File: src/rtl/async_fifo_rd_arbiter.sv
// async_fifo_rd_arbiter: round-robin burst drain of NUM_CH FIFO read ports into one channel-tagged valid/ready stream
module async_fifo_rd_arbiter #(
    parameter int NUM_CH     = 4,
    parameter int DATA_WIDTH = 8,
    parameter int BURST_MAX  = 4,
    localparam int CH_W      = (NUM_CH > 1) ? $clog2(NUM_CH) : 1
) (
    input  logic                         rclk,
    input  logic                         rrst_n,
    input  logic [NUM_CH-1:0]            ch_enable,
    input  logic [NUM_CH-1:0]            fifo_empty,
    input  logic [NUM_CH*DATA_WIDTH-1:0] fifo_rdata,
    output logic [NUM_CH-1:0]            fifo_rd_en,
    output logic [DATA_WIDTH-1:0]        out_data,
    output logic [CH_W-1:0]              out_ch,
    output logic                         out_valid,
    input  logic                         out_ready,
    output logic                         busy
);
    typedef enum logic {IDLE, BURST} state_t;
    state_t state, state_nxt;
    logic [CH_W-1:0] grant, rr_last, pick, pend_ch;
    logic [NUM_CH-1:0] cand;
    logic [7:0] burst_cnt;
    logic [1:0] count;
    logic pick_vld, issue, burst_end, credit_ok, pop, rd_pend, rd_ptr, wr_ptr;
    logic [DATA_WIDTH-1:0] buf_data [2];
    logic [CH_W-1:0] buf_ch [2];

    // Scan downward so the candidate closest after rr_last is the last one written.
    always_comb begin
        int idx;
        idx = 0;
        cand = ch_enable & ~fifo_empty;
        pick = '0;
        pick_vld = 1'b0;
        for (int k = NUM_CH; k >= 1; k--) begin
            idx = int'(rr_last) + k;
            idx = (idx >= NUM_CH) ? idx - NUM_CH : idx;
            if (cand[idx[CH_W-1:0]]) begin
                pick = idx[CH_W-1:0];
                pick_vld = 1'b1;
            end
        end
    end

    assign pop = out_valid & out_ready;
    // Words already in the buffer or in flight, minus the one leaving now, must leave room.
    assign credit_ok = ({1'b0, count} + {2'b0, rd_pend}) < (3'd2 + {2'b0, pop});

    always_ff @(posedge rclk or negedge rrst_n) begin
        if (!rrst_n) state <= IDLE;
        else state <= state_nxt;
    end

    always_comb begin
        burst_end = (issue & (burst_cnt == 8'(BURST_MAX - 1))) | fifo_empty[grant] | ~ch_enable[grant];
        state_nxt = (state == IDLE) ? (pick_vld ? BURST : IDLE) : (burst_end ? IDLE : BURST);
    end

    always_comb begin
        issue = (state == BURST) & ~fifo_empty[grant] & ch_enable[grant] & credit_ok;
        fifo_rd_en = '0;
        fifo_rd_en[grant] = issue;
    end

    always_ff @(posedge rclk or negedge rrst_n) begin
        if (!rrst_n) begin
            grant     <= '0;
            rr_last   <= CH_W'(NUM_CH - 1);
            burst_cnt <= '0;
        end else if (state == IDLE) begin
            if (pick_vld) begin
                grant     <= pick;
                burst_cnt <= '0;
            end
        end else begin
            if (issue) burst_cnt <= burst_cnt + 8'd1;
            if (burst_end) rr_last <= grant;
        end
    end

    always_ff @(posedge rclk or negedge rrst_n) begin
        if (!rrst_n) begin
            rd_pend <= 1'b0;
            pend_ch <= '0;
            count   <= '0;
            rd_ptr  <= 1'b0;
            wr_ptr  <= 1'b0;
        end else begin
            rd_pend <= issue;
            pend_ch <= grant;
            if (rd_pend) wr_ptr <= ~wr_ptr;
            if (pop) rd_ptr <= ~rd_ptr;
            count <= count + {1'b0, rd_pend} - {1'b0, pop};
        end
    end

    always_ff @(posedge rclk) begin
        if (rd_pend) begin
            buf_data[wr_ptr] <= fifo_rdata[int'(pend_ch)*DATA_WIDTH +: DATA_WIDTH];
            buf_ch[wr_ptr]   <= pend_ch;
        end
    end

    assign out_valid = count != 2'd0;
    assign out_data  = out_valid ? buf_data[rd_ptr] : '0;
    assign out_ch    = out_valid ? buf_ch[rd_ptr] : '0;
    assign busy      = (state == BURST) | rd_pend | out_valid;
endmodule

File: config.mk
export PLATFORM = sky130hd
export DESIGN_NAME = async_fifo_rd_arbiter
export DESIGN_NICKNAME = d
export VERILOG_FILES = /design/src/rtl/async_fifo_rd_arbiter.sv
export SDC_FILE = /design/constraint.sdc
export NUM_CORES = 1
export LEC_CHECK = 0
export CORE_UTILIZATION = 51
export DETAILED_ROUTE_END_ITERATION = 6
export PLACE_DENSITY = 0.9
export SYNTH_ARGS = -nofsm -noshare
export SYNTH_HDL_FRONTEND = slang
export SYNTH_SLANG_ARGS = --single-unit
File: constraint.sdc
create_clock -name rclk -period 3.4 [get_ports rclk]
set_input_delay 0.68 -clock rclk [delete_from_list [all_inputs] [get_ports rclk]]
set_output_delay 0.68 -clock rclk [all_outputs]
set_load 0.01 [all_outputs]
# Word level (Yosys, flattened, before mapping)
# Memories as Yosys holds them, arrays and structs flattened.
# Index checks and enable logic that the tools add are counted.
[word_totals]
output_inout_bits = 16
mem_count = 2
register_bits = 20
mem_bits_rw = 20
elab_cells = 97
[op_classes]
n_addsub = 13
n_reduce_logical = 6
magnitude_cmp = 11
n_bitwise = 17
n_eq_ne = 2
mux = 36
n_shift = 1
[memory_table]
columns = ["memory", "words", "word_bits", "read_ports", "rd_clocked_by_memory_dff", "wr", "line_no", "text"]
rows = [
  ["buf_data", 2, 8, 1, 0, 1, "27", "logic [DATA_WIDTH-1:0] buf_data [2];"],
  ["buf_ch", 2, 2, 1, 0, 1, "28", "logic [CH_W-1:0] buf_ch [2];"],
]
[ops]
columns = ["operator", "n"]
rows = [
  ["$mux 8", 4],
  ["$shiftx 32x6->8", 1],
  ["$mux 2", 9],
  ["$mux 1", 16],
  ["$lt 2x3->1 const B", 5],
  ["$bmux 1 s2", 6],
  ["$ge 3x3->1 const B", 3],
  ["$add 8x1->8 const B", 1],
  ["$and 4x4->4", 2],
  ["$eq 8x2->1 const B", 1],
  ["$sub 2x1->2 const B", 4],
  ["$add 2x2->3 const B", 2],
  ["$reduce_and 2->1", 3],
  ["$and 1x1->1", 5],
  ["$not 1->1", 5],
  ["$add 2x3->4 const B", 1],
  ["$ge 4x3->1 const B", 1],
  ["$not 4->4", 1],
  ["$or 1x1->1", 4],
  ["$reduce_bool 2->1", 2],
  ["$add 2x1->3", 1],
  ["$add 2x1->3 const A", 1],
  ["$add 2x1->3 const B", 1],
  ["$lt 3x3->1", 1],
  ["other kinds (6)", 6],
]

# Logic depth before layout (Yosys ltp)
# Gate-level depths: netlist of the first run.
[depth]
ltp_word = 11
ltp_mapped = 7

# Worst setup path before layout of the first run
# No wires, ideal clock.
[synth_path]
path_type = "input to output"
start = "input fifo_empty[3]"
end = "output fifo_rd_en[3]"
setup_slack_ns = 0.871
required_time_ns = 2.720
path_stages = 5
t_arrival_ns = 1.849
path_cell_list = "and2b_1 > mux4_2 > nand3_4 > inv_1 > and3_2"
[synth_between]
elab_chain_len = 7
[synth_rtl]
columns = ["item", "line_no", "text"]
rows = [
  ["from (decl)", "11", "input logic [NUM_CH-1:0] fifo_empty,"],
  ["$bmux 1 s2", "62", "issue = (state == BURST) & ~fifo_empty[grant] & ch_enable[grant] & credit_ok;"],
  ["$mux 1 (implied by the code)", "62", ""],
  ["$not 1->1", "62", ""],
  ["$and 1x1->1 (3 in a row)", "62", ""],
  ["named net issue", "26", "logic pick_vld, issue, burst_end, credit_ok, pop, rd_pend, rd_ptr, wr_ptr;"],
  ["$and 4x4->4 (no line)", "-", ""],
  ["to (decl)", "13", "output logic [NUM_CH-1:0] fifo_rd_en,"],
]
# The timed path passes the listed nets, and every way through them passes these cells. The select of a mux whose other input is x is not followed.

# Worst setup path in the final report of the first run
[layout_path]
start = "input fifo_empty[3]"
end = "output fifo_rd_en[0]"
[layout_between]
elab_chain_len = 7
[layout_rtl]
columns = ["item", "line_no"]
rows = [
  ["$bmux 1 s2", "62"],
  ["$mux 1 (implied by the code)", "62"],
  ["$not 1->1", "62"],
  ["$and 1x1->1 (3 in a row)", "62"],
  ["$and 4x4->4 (no line)", "-"],
]
# No other way between the ends. The select of a mux whose other input is x is not followed.

==> metrics.yaml, run 1 <==
ant_nets: 0
wirelength_um: 4820
fin_ws_ns: 0.108
reg2reg_depth: 7
crit_path_end_kind: "primary output"
required_ns: 2.72
cp-start-kind: "primary input"
internal_power_w: 0.00143
h-tree-depth: 2
finalSetupViolations: 0
crit_family: "buffers and inverters"
grt_use_total: 0.256
grt_pass1_wl_um: 7820
min_from: "wr_ptr"
via_count: 1588
synth_top_cell_by_area: "edfxtp_1"
drv_cap: 0
synth-warning-count: 0
clkPwrFrac: 0.216
drive_gt1_frac: 0.139
hpwl_um: 3390
ir_worst_vdd_v: 0.000579
first_iter_violations: 67
start_util: 0.543
n_fill_cell: 236
clk_latency_ns: 0.30
max_freq_mhz: 304
cp_cell_sequence: "clkdlybuf4s50_1, and2b_1, mux4_2, nand3_4, buf_4, nor3_1, clkdlybuf4s50_1"
routedWlPerCell_um: 17.3
swShare: 0.325
async_reset_ff_frac: 0.500
min_period_over_period: 0.968
area_growth_syn_to_layout_pct: 40.6
hold_path_end: "wr_ptr"
cp_num_buf_inv: 3
drc: 0
syn_inst: 160
p_seq_frac: 0.402
dieArea_mm2: 0.00422
grt_setup_unrepaired: "false"
synth_edf_count: 20
p_sw_w: 0.000688
hp-class: "reg2reg"
numCtsBuffers: 5
clk_pin_slew_ns: 0.07
power_density_mw_per_mm2: 745
cp-startpoint: "fifo_empty[3]"
globalRouteOverflowTotal: 0
ctsResizeCount: 0
criticalPathCategory: "in2out"
vias_per_cell: 5.71
pwr-share-comb: 0.383
setup_tns_ns: 0
core_area_mm2: 0.00372
syn-cell-area_mm2: 0.00202
place_ws_ns: 0.0560
cts_tree: "built"
cpPeakStageDelay_ns: 0.53
antenna_found_initial: 0
tightest_slew_ns: 0.923
hold_depth: 1
min_period_ns: 3.29
cpMostUsedCell: "clkdlybuf4s50_1"
rrSetupSlack_ns: 1.25
ys_top_cells_by_area: "edfxtp_1 (30%), dfrtp_1 (22%), mux4_2 (10%)"
clkSinkCount: 40
relSlewSlack: 0.383
syn_avg_cell_area_um2: 12.6
nNetsFinal: 277
dr.pass1.iters: 4
grt_max_degree: 21
ys_seq_elements: 40
io_pins: 59
dieHeight_um: 64.9
syn_nets: 208
reg2reg_from: "count[0]"
row_count: 22
numPortBuffers: 58
synth_ff_type: "edfxtp_1"
post-synth-top-area-fraction: 0.297
postCtsSetupBuffers: 0
antennaDiodeCount: 0
gp_congestion: 0.837
cts_root_buf: "clkbuf_8"
synth_common_cells: "edfxtp_1 (20), dfrtp_1 (18), nor2_1 (18)"
hold_viol: 0
grt_pass1_vias: 1599
die_w_um: 64.9
yosysMostFrequentCell: "edfxtp_1"
p_leak_nw: 1.13
clockBufferDepth: 2
cp_max_fo: 8
status: "finished clean"
ys_types: 39
cts_hold_buf: 0
arrival_ns: 2.61
whs_ns: 0.498
fin_skew_ns: 0.00733
crit_slowest_cell: "mux4_2"
yosysSeqAreaShare: 0.546
slew_viol_final: 0
worst_r2r_endpoint: "burst_cnt[7]"
==> how the worst max path moves through the flow <==
stage,slack [ns],endpoint,cells past startpoint
final,0.11,fifo_rd_en[0],7
after global routing,0.03,fifo_rd_en[1],8
after CTS,0.04,fifo_rd_en[3],7
after detailed placement,0.06,fifo_rd_en[3],7
after global placement,0.07,fifo_rd_en[3],7
after floorplan,0.87,fifo_rd_en[3],5
==> stage by stage <==
step	instance area (um2)	power (W)	util	cells
2_1_floorplan	2020	0.00130	-	160
3_5_place_dp	2710	0.00167	0.728	270
6_report	2840	0.00212	0.764	278
3_3_place_gp	2710	0.00162	0.728	270
4_1_cts	2840	0.00213	0.764	278
5_1_grt	2840	0.00223	0.764	278
==> worst register-to-register path, stage by stage, from the launching register on <==
cell and delay, ns:
dfrtp_1 0.42, ha_1 0.23, ha_1 0.21, nor2_1 0.22
nand3_4 0.10, buf_4 0.17, or4_1 0.55, a21oi_1 0.17
==> metal layers <==
layer	up-vias	share of wire	global-route usage	routed length, um
li1	742	-	-	-
met5	-	0	0	0
met2	54	0.54	0.449	2620
met1	782	0.39	0.301	1880
met4	0	0.017	0.0917	80
met3	10	0.050	0.0634	239
==> logic make-up after synthesis <==
kind of cell               share of synthesized area
AOI/OAI and AO/OA                             0.0824
and+or+nand+nor                                0.133
muxes                                          0.172
DFF                                            0.546
buffers and inverters                         0.0186
xor gates and xnor gates                      0.0174
adders and majority gates                     0.0310
==> area by class of cell <==
| type | count | area [um2] | share of cell area |
|---|---|---|---|
| clock buffers | 6 | 72.6 | 0.0256 |
| clock inverters | 2 | 60.1 | 0.0211 |
| inverters | 6 | 22.5 | 0.00793 |
| multi-input cells | 110 | 878 | 0.309 |
| flip-flops and latches | 40 | 1100 | 0.389 |
| well taps | 48 | 60.1 | 0.0211 |
| repair buffers | 66 | 643 | 0.226 |
==> registers in the layout (all words and copies together) (netlist names) <==
signal     count
burst_cnt      8
grant          2
buf_data      16
rr_last        2
rd_ptr         1
state          1
count          2
wr_ptr         1
pend_ch        2
buf_ch         4
rd_pend        1
==> power by group through the flow <==
stage                     logic (W)  clock network (W)  registers (W)
after global routing       0.000878           0.000483       0.000871
after floorplan            0.000551                  0       0.000750
final                      0.000810           0.000457       0.000850
after CTS                  0.000815           0.000461       0.000849
after global placement     0.000777                  0       0.000848
after detailed placement   0.000810                  0       0.000857
==> layout by cell type (no fill, tap or decap), types with 5 or more instances in the layout <==
cell and instances:
clkbuf_8 5, nand3_1 6, buf_4 8, inv_1 6
clkdlybuf4s50_1 57, edfxtp_1 20, mux2i_1 11, mux4_2 9
nor2_1 18, dfrtp_1 18, nand2_1 11, a21oi_1 5
ha_1 5, o21ai_0 9
(Power assumes the default switching activity.)
==> run 2, diff against run 1 <==
--- a/config.mk
+++ b/config.mk
@@ -5,8 +5,11 @@
 export SDC_FILE = /design/constraint.sdc
 export NUM_CORES = 1
 export LEC_CHECK = 0
+export CAP_MARGIN = 20
 export CORE_UTILIZATION = 51
+export CTS_CLUSTER_DIAMETER = 50
 export DETAILED_ROUTE_END_ITERATION = 6
+export HOLD_SLACK_MARGIN = 0.12
 export PLACE_DENSITY = 0.9
 export SYNTH_ARGS = -nofsm -noshare
 export SYNTH_HDL_FRONTEND = slang
==> results of run 2 <==
Final layout, timing and power as in run 1 (identical DEF).
